===== src/rtl/msk_and_hpc3_pipe_if.sv =====
// ---------------------------------------------------------------------------
// msk_and_hpc3_pipe_if
//   Stream bundle for the pipelined masked AND gadget: operand stream,
//   randomness stream and result stream.
//
//   Parameters
//     d : number of shares
//     W : number of parallel AND lanes
//
//   Signals (share k of lane b lives at bit k*W+b of ina/inb/out)
//     in_valid / in_ready   operand handshake
//     ina, inb              operand sharings, W*d bits each
//     rnd_valid / rnd_ready randomness handshake
//     rnd                   fresh randomness, W*d*(d-1) bits
//     out_valid / out_ready result handshake
//     out                   result sharing, W*d bits
//
//   Modports
//     master : producer/consumer side (drives operands, randomness, out_ready)
//     slave  : gadget side
// ---------------------------------------------------------------------------
interface msk_and_hpc3_pipe_if #(
    parameter int d = 2,
    parameter int W = 1
);
    localparam int RND = W * d * (d - 1);

    logic             in_valid;
    logic             in_ready;
    logic [W*d-1:0]   ina;
    logic [W*d-1:0]   inb;
    logic             rnd_valid;
    logic             rnd_ready;
    logic [RND-1:0]   rnd;
    logic             out_valid;
    logic             out_ready;
    logic [W*d-1:0]   out;

    modport master (
        output in_valid, ina, inb, rnd_valid, rnd, out_ready,
        input  in_ready, rnd_ready, out_valid, out
    );

    modport slave (
        input  in_valid, ina, inb, rnd_valid, rnd, out_ready,
        output in_ready, rnd_ready, out_valid, out
    );
endinterface


===== src/rtl/msk_and_hpc3_pipe.sv =====
// ---------------------------------------------------------------------------
// msk_and_hpc3_pipe
//   W-lane, d-share masked AND with HPC3 structure and one register stage.
//   For each share i and each partner j != i the gadget registers
//     u_ij = (~a_i & r0_ij) ^ r1_ij,  v_ij = b_j ^ r0_ij,  ap_i = a_i
//   and (INNER=1) ab_i = a_i & b_i, then forms
//     out_i = XOR_j (u_ij ^ (ap_i & v_ij)) [^ ab_i]
//   purely from registers. All registers share one enable (accept), so a
//   stalled result stays stable and randomness is only used on accepts.
//
//   Parameters
//     d     : number of shares (>= 2)
//     W     : number of AND lanes
//     INNER : 1 adds the a_i&b_i term (full AND), 0 keeps cross terms only
//
//   Ports
//     clk : clock, rising edge
//     rst : synchronous active-high reset
//     bus : msk_and_hpc3_pipe_if.slave stream bundle
// ---------------------------------------------------------------------------
module msk_and_hpc3_pipe #(
    parameter int d     = 2,
    parameter int W     = 1,
    parameter int INNER = 1
) (
    input  logic                      clk,
    input  logic                      rst,
    msk_and_hpc3_pipe_if.slave        bus
);
    // Random bits per lane, and size of each of the r0 / r1 halves.
    localparam int RL = d * (d - 1);
    localparam int NP = RL / 2;

    genvar gi, gs, gk;

    logic           out_valid_q;
    logic           out_valid_d;
    logic           in_ready;
    logic           accept;
    logic [W*d-1:0] out_w;

    // ------------------------------------------------------------------
    // Handshake. in_ready depends only on the output register and the
    // downstream ready, never on in_valid. It is held low while reset is
    // asserted so that neither operands nor randomness are claimed in a
    // reset cycle.
    // ------------------------------------------------------------------
    assign in_ready      = ~rst & (~out_valid_q | bus.out_ready);
    assign accept        = bus.in_valid & bus.rnd_valid & in_ready;

    assign bus.in_ready  = in_ready;
    assign bus.rnd_ready = bus.in_valid & in_ready;
    assign bus.out_valid = out_valid_q;
    assign bus.out       = out_w;

    always_comb begin
        out_valid_d = out_valid_q;
        if (accept) begin
            out_valid_d = 1'b1;
        end else if (bus.out_ready) begin
            out_valid_d = 1'b0;
        end
    end

    always_ff @(posedge clk) begin
        if (rst) begin
            out_valid_q <= 1'b0;
        end else begin
            out_valid_q <= out_valid_d;
        end
    end

    // ------------------------------------------------------------------
    // Datapath: one block per (lane, share). Partners of share gs are
    // enumerated by slot gk = 0..d-2, skipping gs itself.
    // ------------------------------------------------------------------
    generate
        for (gi = 0; gi < W; gi++) begin : g_lane
            for (gs = 0; gs < d; gs++) begin : g_share
                localparam int SH = gs * W + gi;

                logic         a_s;
                logic         ap_q;
                logic [d-2:0] u_d;
                logic [d-2:0] v_d;
                logic [d-2:0] u_q;
                logic [d-2:0] v_q;
                logic [d-2:0] term;

                assign a_s = bus.ina[SH];

                for (gk = 0; gk < d - 1; gk++) begin : g_pair
                    // Partner share and the unordered pair index shared by
                    // (i,j) and (j,i); both halves of randomness use it.
                    localparam int J  = (gk < gs) ? gk : gk + 1;
                    localparam int LO = (gs < J) ? gs : J;
                    localparam int HI = (gs < J) ? J : gs;
                    localparam int P  = LO * d - (LO * (LO + 1)) / 2 + (HI - 1 - LO);
                    localparam int R0 = gi * RL + P;
                    localparam int R1 = R0 + NP;

                    // u only sees share i, v only sees share j: no share
                    // mixing happens ahead of the registers.
                    assign u_d[gk]  = (~a_s & bus.rnd[R0]) ^ bus.rnd[R1];
                    assign v_d[gk]  = bus.inb[J*W+gi] ^ bus.rnd[R0];
                    // a_i meets b_j only after both are registered.
                    assign term[gk] = u_q[gk] ^ (ap_q & v_q[gk]);
                end

                always_ff @(posedge clk) begin
                    if (rst) begin
                        u_q  <= '0;
                        v_q  <= '0;
                        ap_q <= 1'b0;
                    end else if (accept) begin
                        u_q  <= u_d;
                        v_q  <= v_d;
                        ap_q <= a_s;
                    end
                end

                if (INNER != 0) begin : g_inner
                    logic ab_q;

                    always_ff @(posedge clk) begin
                        if (rst) begin
                            ab_q <= 1'b0;
                        end else if (accept) begin
                            ab_q <= a_s & bus.inb[SH];
                        end
                    end

                    assign out_w[SH] = (^term) ^ ab_q;
                end else begin : g_cross
                    assign out_w[SH] = ^term;
                end
            end
        end
    endgenerate

endmodule


===== src/flat_wrapper.sv =====
// flat-port wrapper written by rule: the top's interface ports become plain ports
module msk_and_hpc3_pipe_flat 
#(
    parameter int d     = 2,
    parameter int W     = 1,
    parameter int INNER = 1
)
  (clk, rst, bus_in_valid, bus_ina, bus_inb, bus_rnd_valid, bus_rnd, bus_out_ready, bus_in_ready, bus_rnd_ready, bus_out_valid, bus_out);
  msk_and_hpc3_pipe_if #(.d(d), .W(W)) bus_i ();
  input  logic clk;
  input  logic rst;
  input wire logic [$bits(bus_i.in_valid)-1:0] bus_in_valid;
  input wire logic [$bits(bus_i.ina)-1:0] bus_ina;
  input wire logic [$bits(bus_i.inb)-1:0] bus_inb;
  input wire logic [$bits(bus_i.rnd_valid)-1:0] bus_rnd_valid;
  input wire logic [$bits(bus_i.rnd)-1:0] bus_rnd;
  input wire logic [$bits(bus_i.out_ready)-1:0] bus_out_ready;
  output wire logic [$bits(bus_i.in_ready)-1:0] bus_in_ready;
  output wire logic [$bits(bus_i.rnd_ready)-1:0] bus_rnd_ready;
  output wire logic [$bits(bus_i.out_valid)-1:0] bus_out_valid;
  output wire logic [$bits(bus_i.out)-1:0] bus_out;
  assign bus_i.in_valid = bus_in_valid;
  assign bus_i.ina = bus_ina;
  assign bus_i.inb = bus_inb;
  assign bus_i.rnd_valid = bus_rnd_valid;
  assign bus_i.rnd = bus_rnd;
  assign bus_i.out_ready = bus_out_ready;
  assign bus_in_ready = bus_i.in_ready;
  assign bus_rnd_ready = bus_i.rnd_ready;
  assign bus_out_valid = bus_i.out_valid;
  assign bus_out = bus_i.out;
  msk_and_hpc3_pipe #(.d(d), .W(W), .INNER(INNER)) u_core (.clk(clk), .rst(rst), .bus(bus_i));
endmodule

===== config.mk =====
export PLATFORM = sky130hd
export DESIGN_NAME = msk_and_hpc3_pipe_flat
export DESIGN_NICKNAME = d
export VERILOG_FILES = /design/src/rtl/msk_and_hpc3_pipe_if.sv /design/src/rtl/msk_and_hpc3_pipe.sv /design/src/flat_wrapper.sv
export SDC_FILE = /design/constraint.sdc
export NUM_CORES = 1
export LEC_CHECK = 0
export CAP_MARGIN = 10
export CORE_AREA = 2 2 39 41
export CTS_CLUSTER_DIAMETER = 50
export DETAILED_ROUTE_END_ITERATION = 7
export DIE_AREA = 0 0 41 43
export SKIP_LAST_GASP = 1
export SLEW_MARGIN = 10
export SYNTH_ARGS = -nofsm -noshare
export SYNTH_HDL_FRONTEND = slang
export SYNTH_SLANG_ARGS = --single-unit

===== constraint.sdc =====
create_clock -name clk -period 1.7 [get_ports clk]
set_clock_uncertainty 0.05 [all_clocks]
set_input_delay 0.255 -clock clk [delete_from_list [all_inputs] [get_ports clk]]
set_output_delay 0.255 -clock clk [all_outputs]
set_load 0.02 [all_outputs]

After elaboration in Yosys (flattened, before gate mapping)
Index checks and enable logic that the tools add are counted.
Widths: inputs -> output; s select.
{"block": "word_totals", "register_bits": 9, "inputBits": 11, "elab_cells": 35, "output_inout_bits": 5}
{"block": "op_classes", "bitwise": 23, "reduce_logical": 1, "mux": 2}
{"op": "$and 1x1->1", "n": 10}
{"op": "$xor 1x1->1", "n": 8}
{"op": "$not 1->1", "n": 4}
{"op": "$mux 1", "n": 2}
{"op": "$reduce_bool 2->1", "n": 1}
{"op": "$or 1x1->1", "n": 1}

Depth between registers and ports, before layout
Gate-level depths: netlist of run 1.
{"block": "logic_depth", "depth_word": 5, "ltp_mapped": 4, "depth_no_buf": 3}

Least setup slack after synthesis of run 1
Ideal clock, no wire load.
{"block": "synth_path", "kind": "register -> output", "from": "register u_core.out_valid_q (netlist: u_core.bus.out_valid)", "to": "output port bus_rnd_ready", "stages_incl_launch_ff": 3, "t_required_ns": 1.395, "path_buffers": 0, "arrival_time_ns": 1.021, "slack_ns": 0.374, "cell_sequence": "dfxtp_1 or2b_2 and3_1"}
{"block": "synth_between", "elab_chain_cells": 4}
{"item": "from (decl)", "line": "msk_and_hpc3_pipe.sv:36", "source": "logic out_valid_q;"}
{"item": "from (signal assigned)", "line": "msk_and_hpc3_pipe.sv:69", "source": "out_valid_q <= out_valid_d;"}
{"item": "$not 1->1", "line": "msk_and_hpc3_pipe.sv:48", "source": "assign in_ready = ~rst & (~out_valid_q | bus.out_ready);"}
{"item": "$or 1x1->1", "line": "msk_and_hpc3_pipe.sv:48"}
{"item": "$and 1x1->1", "line": "msk_and_hpc3_pipe.sv:48"}
{"item": "$and 1x1->1", "line": "msk_and_hpc3_pipe.sv:52", "source": "assign bus.rnd_ready = bus.in_valid & in_ready;"}
{"item": "to (decl)", "line": "flat_wrapper.sv:19", "source": "output wire logic [$bits(bus_i.rnd_ready)-1:0] bus_rnd_ready;"}
No other way between the ends.

Final worst setup path of run 1
{"block": "layout_path", "from": "register u_core.g_lane[0].g_share[0].u_q", "to": "output port bus_out[0]"}
{"block": "layout_between", "elab_chain_cells": 2}
{"item": "from (decl)", "line": "msk_and_hpc3_pipe.sv:86", "source": "logic [d-2:0] u_q;"}
{"item": "from (signal assigned)", "line": "msk_and_hpc3_pipe.sv:116", "source": "u_q <= u_d;"}
{"item": "$xor 1x1->1", "line": "msk_and_hpc3_pipe.sv:107", "source": "assign term[gk] = u_q[gk] ^ (ap_q & v_q[gk]);"}
{"item": "$xor 1x1->1", "line": "msk_and_hpc3_pipe.sv:133", "source": "assign out_w[SH] = (^term) ^ ab_q;"}
{"item": "to (decl)", "line": "flat_wrapper.sv:21", "source": "output wire logic [$bits(bus_i.out)-1:0] bus_out;"}
No other way between the ends.

==> flow_summary.yaml, run 1 <==
finish:
  ratio_of_cells_with_drive_above_1_in_the_final_layout: 0.184
  areaGrowthSynthToFinish_pct: 53.5
  final.fill_count: 146
  insertedDiodeCount: 0
  final_design_area_no_fill_um2: 718
  final_nets: 88
synthesis:
  syn_nets: 62
  synthTopCellsByArea: "dfxtp_1 (39%), mux2i_1 (13%), xnor2_1 (11%), nand2_1 (10%), xor2_1 (3.7%)"
  post_synth.cell_area_avg_um2: 9.18
  synth.top_cells.by_count: "nand2_1 (13), dfxtp_1 (9), mux2i_1 (6), xnor2_1 (6)"
  library_cell_with_the_highest_instance_count_after_synthesis: "nand2_1"
  synth_top_cell_area_share: 0.385
  ys_async_sr_fraction: 0
  synthesis.instances: 51
  synth_top_cell_by_area: "dfxtp_1"
  yosysUniqueCellTypes: 17
  postSynthRegisterBits: 9
  combined_area_of_all_synthesized_cells_um2: 468
  yosysWarnings: 0
  synth_enable_flop_cells: 0
  synth-main-ff-cell: "dfxtp_1"
  seq_area_frac_synth: 0.385
power:
  power.total_mw: 0.510
  ir_drop_uv: 284
  power_density_nw_per_um2: 711
  p_leak_nw: 0.307
floorplan:
  initial_core_util: 0.338
  top_ports: 16
  core.rowCount: 14
  die_width_um: 41
  die_height_um: 43
  die_area_um2: 1760
  coreArea_um2: 1380
cts:
  clkSlewWorstSetupHoldPaths_ns: 0.06
  h-tree-depth: 1
  cts_num_sinks: 9
  cts_post_setup_buffers_inserted: 0
  cts.root.buffer_cell: "clkbuf_4"
  number_of_buffers_on_the_longest_clock_path: 2
  tritoncts: "yes"
  clock_insertion_delay_worst_skew_ns: 0.26
  cts_made_buffers: 3
place:
  detailedPlace.worstSlack_ns: -0.351
  dpl-instance-area_um2: 698
  post-dp-hpwl_um: 727
  gp_congestion: 0.714
  io_buffer_count: 15
routing:
  drc: 0
  antenna_left: 0
  viasPerCell: 4.54
  dr.pass1.iters: 4
  average_wire_per_standard_cell_um: 9.89
  detailroute.via_count: 418
  initialDrtViolationCount: 2
  route.final.wire_length_um: 910
sta:
  slew_at_the_pin_with_the_worst_max_slew_slack_ns: 0.211
  grt_setup_unrepaired: "false"
  max_freq_mhz: 633
  finalSetupViolations: 0
  timing_hold_violations_final: 0
  relSlewSlack: 0.859
  setup-tns-final_ns: 0
  finalHoldWorstSlack_ns: 0.419
  layout_min_cycle_time_ns: 1.58
  post-route-worst-setup-slack_ns: 0.121
  final.period_utilization: 0.929
  maxSlewViolCount: 0
setup_path:
  worstReg2RegEnd: "u_core.g_lane[0].g_share[0].g_inner.ab_q"
  r2r_start: "u_core.bus.out_valid"
  cp-startpoint: "u_core.g_lane[0].g_share[0].u_q"
  worstSetupStartpointType: "flop"
  regToRegSetupSlack_ns: 0.47
  endpoint_kind: "output pin"
  worst-setup-path-type: "reg2out"
  rr_worst_depth: 5
  biggest_fanout_along_the_worst_timing_path: 2
  critical_path_required_ns: 1.39
  cp_data_arrival_time_ns: 1.27
  worst_setup_path_endpoint: "bus_out[0]"
global_route:
  via_count_of_the_first_global_routing_pass: 349
  grt_max_degree: 11
  global_routing_usage_summed_across_all_routing_layers: 0.136
  global_route.overflow_total: 0
  grt_pass1_wl_um: 1480
  number_of_antenna_violations_at_the_first_check_in_global_routing: 0
outcome:
  outcome: "completed"
worst_hold_path:
  hold_path_class: "reg2reg"
  hold_path_depth: 2
flow_run:
  max_cap_viol_count: 0
==> worst min path at each step <==
stage	startpoint	to	slack, ns
2_1_floorplan	rst	u_core.bus.out_valid	0.27
3_3_place_gp	u_core.g_lane[0].g_share[1].v_q	u_core.g_lane[0].g_share[1].v_q	0.40
3_5_place_dp	u_core.g_lane[0].g_share[0].v_q	u_core.g_lane[0].g_share[0].v_q	0.41
4_1_cts	u_core.g_lane[0].g_share[0].v_q	u_core.g_lane[0].g_share[0].v_q	0.42
5_1_grt	u_core.g_lane[0].g_share[0].v_q	u_core.g_lane[0].g_share[0].v_q	0.44
6_report	u_core.g_lane[0].g_share[1].v_q	u_core.g_lane[0].g_share[1].v_q	0.42
==> metal layers <==
layer	GRT usage	vias to the layer above	part of all wire
li1	-	225	-
met1	0.166	178	0.48
met2	0.169	11	0.43
met3	0.0785	4	0.058
met4	0.100	0	0.035
met5	0	-	0
==> critical path, cell delays in order (launching register included) <==
cell	delay (ns)
dfxtp_1	0.36
xor2_1	0.19
xnor2_1	0.13
dlygate4sd2_1	0.34
==> flip-flops by register name, indices dropped and copies added (netlist names) <==
register	cells
u_core.g_lane.g_share.u_q	2
u_core.bus.out_valid	1
u_core.g_lane.g_share.g_inner.ab_q	2
u_core.g_lane.g_share.ap_q	2
u_core.g_lane.g_share.v_q	2
==> cells in the final DEF, fill, tap and decap left out, drive strengths merged, types with 2 or more instances in the layout <==
cell type,n
nand2,13
clkdlybuf4s50,10
dfxtp,9
buf,7
xnor2,6
mux2i,6
clkbuf,5
dlygate4sd2,3
nor2b,3
xor2,2
nand4,2
o211ai,2
==> logic make-up (layout without fill, tap and decap cells) <==
logic type,after synthesis,after routing,share of synthesized area
flip-flops,9,9,0.385
buffers and inverters,2,27,0.0187
AND/OR/NAND/NOR,23,23,0.275
XOR/XNOR,8,8,0.150
AO/OA/AOI/OAI,3,3,0.0428
multiplexers,6,6,0.128
==> final cells by class <==
| cell class | instances | area (um^2) | area share |
|---|---|---|---|
| Multi-Input combinational cell | 40 | 279 | 0.389 |
| Timing Repair Buffer | 22 | 209 | 0.291 |
| Sequential cell | 9 | 180 | 0.251 |
| Clock buffer | 4 | 26.3 | 0.0366 |
| Tap cell | 16 | 20.0 | 0.0279 |
| Inverter | 1 | 3.75 | 0.00523 |
==> report_power, final <==
group          switching, mW  internal [mW]
Combinational         0.0498         0.0657
Clock                 0.0744         0.0904
Sequential           0.00723          0.223
Total                  0.131          0.379
==> through the flow <==
step / utilization / std cells
6_report: 0.519 / 92
5_1_grt: 0.519 / 92
4_1_cts: 0.520 / 92
3_5_place_dp: 0.505 / 88
3_3_place_gp: 0.505 / 88
2_1_floorplan: - / 51
==> what timing repair did <==
action	4_1_cts	5_1_grt
hold endpoints to repair	0	0
resized for setup	4	3
cloned	0	0
setup endpoints to repair	4	1
hold buffers	0	0
Note: power is estimated with default switching activity, not from simulation.
==> inputs of run 2 (changes only) <==
Clock period 1.7 ns to 1.8 ns, I/O delays scaled along.
==> run 2 against run 1 <==
Core utilization fell by 0.27 points. Sequential power fell by 6%. First-iteration DRC count rose to 4.0 times the previous value. Via count fell by 3.8%. Final cell count fell by 1.1%. Critical path depth did not move. Critical path type unchanged.
==> flow_summary.yaml, run 2 (synthesis gave the netlist of run 1 again) <==
setup_path:
  worstReg2RegEnd: "u_core.g_lane[0].g_share[0].g_inner.ab_q"
  top_family_by_delay_on_critical_path: "simple AND/OR/NAND/NOR gates"
  cp-startpoint: "u_core.bus.out_valid"
  critical_path_cell_count: 3
  path_buf_inv: 1
  r2r_start: "u_core.bus.out_valid"
  rr_worst_depth: 5
  timing.critical_path.slowest_stage_cell: "dfxtp_1"
  worst-setup-path-type: "reg2out"
  biggest_fanout_along_the_worst_timing_path: 3
  worst_setup_path_endpoint: "bus_rnd_ready"
  regToRegSetupSlack_ns: 0.56
  worstSetupStartpointType: "flop"
  cp_slowest_stage_delay_ns: 0.35
  cp_data_arrival_time_ns: 1.40
  crit_path_cell_chain: "or2b_2 -> and3_1 -> dlygate4sd2_1"
  critical_path_required_ns: 1.48
  endpoint_kind: "output pin"
global_route:
  global_routing_usage_summed_across_all_routing_layers: 0.135
  via_count_of_the_first_global_routing_pass: 380
  globalRouteMet2Util: 0.169
  number_of_antenna_violations_at_the_first_check_in_global_routing: 0
  grt_pass1_wl_um: 1550
  groute.layer.met1.usage: 0.181
  groute.layer.met3.usage: 0.0471
  global_route.overflow_total: 0
  peak_usage_layer_in_the_global_routing_report: "met1"
  grt_max_degree: 11
cts:
  number_of_buffers_on_the_longest_clock_path: 2
  cts_post_setup_buffers_inserted: 0
  tritoncts: "yes"
  cts_made_buffers: 3
  cts_num_sinks: 9
  clock_insertion_delay_worst_skew_ns: 0.25
  cts.root.buffer_cell: "clkbuf_4"
  clkSlewWorstSetupHoldPaths_ns: 0.06
  post_cts_hold_buffer_count: 0
  h-tree-depth: 1
floorplan:
  coreArea_um2: 1380
  top_ports: 16
  core.rowCount: 14
  die_width_um: 41
  die_height_um: 43
  initial_core_util: 0.338
  die_area_um2: 1760
routing:
  average_wire_per_standard_cell_um: 10.1
  route.final.wire_length_um: 922
  antenna_left: 0
  initialDrtViolationCount: 8
  detailroute.via_count: 402
  drc: 0
  viasPerCell: 4.42
  dr.pass1.iters: 4
finish:
  utilization: 0.516
  insertedDiodeCount: 0
  ratio_of_cells_with_drive_above_1_in_the_final_layout: 0.160
  most_common_cell_after_layout_fill_and_taps_aside: "nand2_1"
  final_nets: 87
  areaGrowthSynthToFinish_pct: 52.7
  mostFrequentLayoutCells: "nand2_1 (13), clkdlybuf4s50_1 (10), dfxtp_1 (9)"
  final.fill_count: 141
sta:
  grt_setup_unrepaired: "false"
  max_freq_mhz: 582
  maxSlewViolCount: 0
  final.period_utilization: 0.955
  timing_hold_violations_final: 0
  relSlewSlack: 0.860
  finalSetupViolations: 0
  post-route-worst-setup-slack_ns: 0.0817
  slew_at_the_pin_with_the_worst_max_slew_slack_ns: 0.209
  layout_min_cycle_time_ns: 1.72
worst_hold_path:
  hold_path_class: "reg2reg"
power:
  ir_drop_uv: 283
  power_density_nw_per_um2: 671
  power.total_mw: 0.479
  p_leak_nw: 0.305
place:
  gp_congestion: 0.701
  detailedPlace.worstSlack_ns: -0.281
  post-dp-hpwl_um: 718
  io_buffer_count: 15
outcome:
  outcome: "completed"
flow_run:
  max_cap_viol_count: 0
==> run 2: stage by stage <==
step / setup TNS [ns] / cell area, um^2 / cells / hold WS [ns]
after detailed placement: -0.344 / 691 / 87 / 0.403
after global routing: 0 / 714 / 91 / 0.439
after CTS: -0.0707 / 712 / 91 / 0.412
after global placement: -0.317 / 691 / 87 / 0.403
final: 0 / 714 / 91 / 0.411
after floorplan: 0 / 468 / 51 / 0.289
==> run 2: worst min path at each step <==
stage,from,endpoint,cells past startpoint
detailed placement,u_core.g_lane[0].g_share[0].v_q,u_core.g_lane[0].g_share[0].v_q,2
finish,u_core.g_lane[0].g_share[0].v_q,u_core.g_lane[0].g_share[0].v_q,2
global route,u_core.g_lane[0].g_share[0].v_q,u_core.g_lane[0].g_share[0].v_q,2
global placement,u_core.g_lane[0].g_share[1].v_q,u_core.g_lane[0].g_share[1].v_q,2
floorplan,rst,u_core.bus.out_valid,1
CTS,u_core.g_lane[0].g_share[0].v_q,u_core.g_lane[0].g_share[0].v_q,2
==> run 2: repair_timing <==
| action | in CTS | in global routing |
|---|---|---|
| resized for setup | 4 | 1 |
| endpoints found under the setup margin | 4 | 1 |
| pin swaps | 0 | 0 |
==> run 2: layout make-up <==
type | instances | area [um^2] | area share
inverters | 1 | 3.75 | 0.00525
flip-flops and latches | 9 | 180 | 0.252
well taps | 16 | 20.0 | 0.0280
repair buffers | 21 | 205 | 0.287
clock buffers | 4 | 26.3 | 0.0368
multi-input cells | 40 | 279 | 0.391
==> run 2: tightest hold or removal path: stages (launching register included) <==
cell and delay [ns]:
dfxtp_1 0.31, nand2_1 0.05, mux2i_1 0.05
==> run 2: where the power goes <==
| group | internal, mW | switching (mW) | total (mW) |
|---|---|---|---|
| Combinational | 0.0611 | 0.0473 | 0.108 |
| Sequential | 0.210 | 0.00664 | 0.217 |
| Clock | 0.0853 | 0.0685 | 0.154 |
| Total | 0.357 | 0.122 | 0.479 |
==> run 2: metal layers <==
metal  wire [um]  up-vias
met1         428      169
met2         406       15
met4          14        0
met5           0        -
li1            -      216
met3          73        2
==> inputs of run 3 (changes only) <==
Settings changed: GPL_ROUTABILITY_DRIVEN set to 0.
Clock period 1.8 ns to 1.95 ns, I/O delays scaled along.
==> run 3 against run 2 <==
Setup slack about the same. Die area stayed put. Non-clock buffer count down 2. First-iteration DRC count fell by 38%. Worst hold slack improved by 0.0034 ns. Via count shrank 0.75%.
==> flow_summary.yaml, run 3 (synthesis gave the netlist of run 1 again) <==
outcome:
  outcome: "completed"
global_route:
  number_of_antenna_violations_at_the_first_check_in_global_routing: 0
  global_route.overflow_total: 0
  via_count_of_the_first_global_routing_pass: 391
  grt_pass1_wl_um: 1520
  grt_max_degree: 11
  global_routing_usage_summed_across_all_routing_layers: 0.127
place:
  io_buffer_count: 15
  detailedPlace.worstSlack_ns: -0.176
  post-place-cells: 85
  dpl-instance-area_um2: 663
power:
  net_switching_fraction_of_the_power: 0.250
  internal_power_mw: 0.329
  p_leak_nw: 0.298
  power.clock.fraction: 0.317
  ir_drop_uv: 441
  power.total_mw: 0.438
  power.net_switching_mw: 0.109
  p_comb_frac: 0.226
  power_density_nw_per_um2: 632
  seq_power_share: 0.457
worst_hold_path:
  hold_path_depth: 2
  end_point_of_the_most_critical_hold_path: "u_core.g_lane[0].g_share[1].v_q"
  worst_hold_startpoint: "u_core.g_lane[0].g_share[1].v_q"
  hold_path_class: "reg2reg"
setup_path:
  timing.critical_path.slowest_stage_cell: "clkdlybuf4s50_1"
  cp_slowest_stage_delay_ns: 0.61
  path_buf_inv: 1
  crit_path_cell_chain: "xor2_1 -> xnor2_1 -> clkdlybuf4s50_1"
  regToRegSetupSlack_ns: 0.62
  endpoint_kind: "output pin"
  cp_data_arrival_time_ns: 1.53
  top_family_by_delay_on_critical_path: "buffers and inverters"
  worstSetupStartpointType: "flop"
  worst-setup-path-type: "reg2out"
  worstReg2RegEnd: "u_core.g_lane[0].g_share[0].v_q"
  critical_path_required_ns: 1.61
  biggest_fanout_along_the_worst_timing_path: 2
  rr_worst_depth: 4
  r2r_start: "u_core.bus.out_valid"
sta:
  post-route-worst-setup-slack_ns: 0.0814
  max_freq_mhz: 535
  maxSlewViolCount: 0
  layout_min_cycle_time_ns: 1.87
  final.period_utilization: 0.958
  grt_setup_unrepaired: "false"
  relSlewSlack: 0.727
  setup-tns-final_ns: 0
  slew_at_the_pin_with_the_worst_max_slew_slack_ns: 0.408
  timing_hold_violations_final: 0
  finalSetupViolations: 0
routing:
  dr.pass1.iters: 4
  route.final.wire_length_um: 906
  drc: 0
  average_wire_per_standard_cell_um: 10.2
  detailroute.via_count: 399
  antenna_left: 0
  viasPerCell: 4.48
  initialDrtViolationCount: 5
cts:
  cts_num_sinks: 9
  clkSlewWorstSetupHoldPaths_ns: 0.06
  tritoncts: "yes"
  cts_made_buffers: 3
  clock_insertion_delay_worst_skew_ns: 0.25
  h-tree-depth: 1
  cts.root.buffer_cell: "clkbuf_4"
  number_of_buffers_on_the_longest_clock_path: 2
  cts_post_setup_buffers_inserted: 0
floorplan:
  die_area_um2: 1760
  die_height_um: 43
  coreArea_um2: 1380
  core.rowCount: 14
  initial_core_util: 0.338
  top_ports: 16
  die_width_um: 41
finish:
  final_nets: 85
  ratio_of_cells_with_drive_above_1_in_the_final_layout: 0.137
  mostFrequentLayoutCells: "nand2_1 (13), clkdlybuf4s50_1 (12), dfxtp_1 (9)"
  areaGrowthSynthToFinish_pct: 48.1
  most_common_cell_after_layout_fill_and_taps_aside: "nand2_1"
  final_design_area_no_fill_um2: 693
  stdcell_count: 89
  final.fill_count: 150
  insertedDiodeCount: 0
flow_run:
  max_cap_viol_count: 0
## run 3: routing by layer
metal  vias to the layer above  track usage  share of wire
li1                        214            -              -
met1                       174        0.167           0.49
met2                        11        0.188           0.46
met3                         0       0.0628          0.057
met4                         0       0.0200              0
met5                         -            0              0
## run 3: timing repair
item,4_1_cts,5_1_grt
hold buffers,0,0
pin swaps,0,0
resized for setup,1,2
endpoints found under the setup margin,1,3
## run 3: area by class of cell
class	count	area [um^2]	share of cell area
Sequential cell	9	180	0.260
Inverter	1	3.75	0.00542
Timing Repair Buffer	19	184	0.265
Tap cell	16	20.0	0.0289
Multi-Input combinational cell	40	279	0.403
Clock buffer	4	26.3	0.0379
## run 3: power by group through the flow
stage                     Sequential, mW  Combinational (mW)  Clock [mW]
after floorplan                    0.204              0.0487           0
after global placement             0.204               0.101           0
after detailed placement           0.204               0.102           0
after CTS                          0.200               0.101       0.145
after global routing               0.202               0.107       0.160
final                              0.200              0.0990       0.139
## run 3: per-stage QoR
step                hold WS, ns   util
floorplan                 0.312      -
global placement          0.396  0.479
detailed placement        0.406  0.479
CTS                       0.415  0.497
global route              0.439  0.501
finish                    0.414  0.501
## run 3: worst register-to-register path: stages (launching register included)
cell,delay [ns]
dfxtp_1,0.32
nor2b_4,0.13
buf_4,0.15
nor3_4,0.37
mux2i_1,0.24
## run 3: worst max path at each step
| stage | startpoint | endpoint | slack [ns] | depth (start not counted) |
|---|---|---|---|---|
| after global placement | bus_out_ready | bus_rnd_ready | -0.17 | 4 |
| after detailed placement | bus_out_ready | bus_rnd_ready | -0.18 | 4 |
| after CTS | bus_out_ready | bus_rnd_ready | 0.03 | 4 |
| final | u_core.g_lane[0].g_share[1].u_q | bus_out[1] | 0.08 | 3 |
| after global routing | u_core.g_lane[0].g_share[1].u_q | bus_out[1] | 0.02 | 3 |
| after floorplan | u_core.bus.out_valid | bus_rnd_ready | 0.59 | 2 |
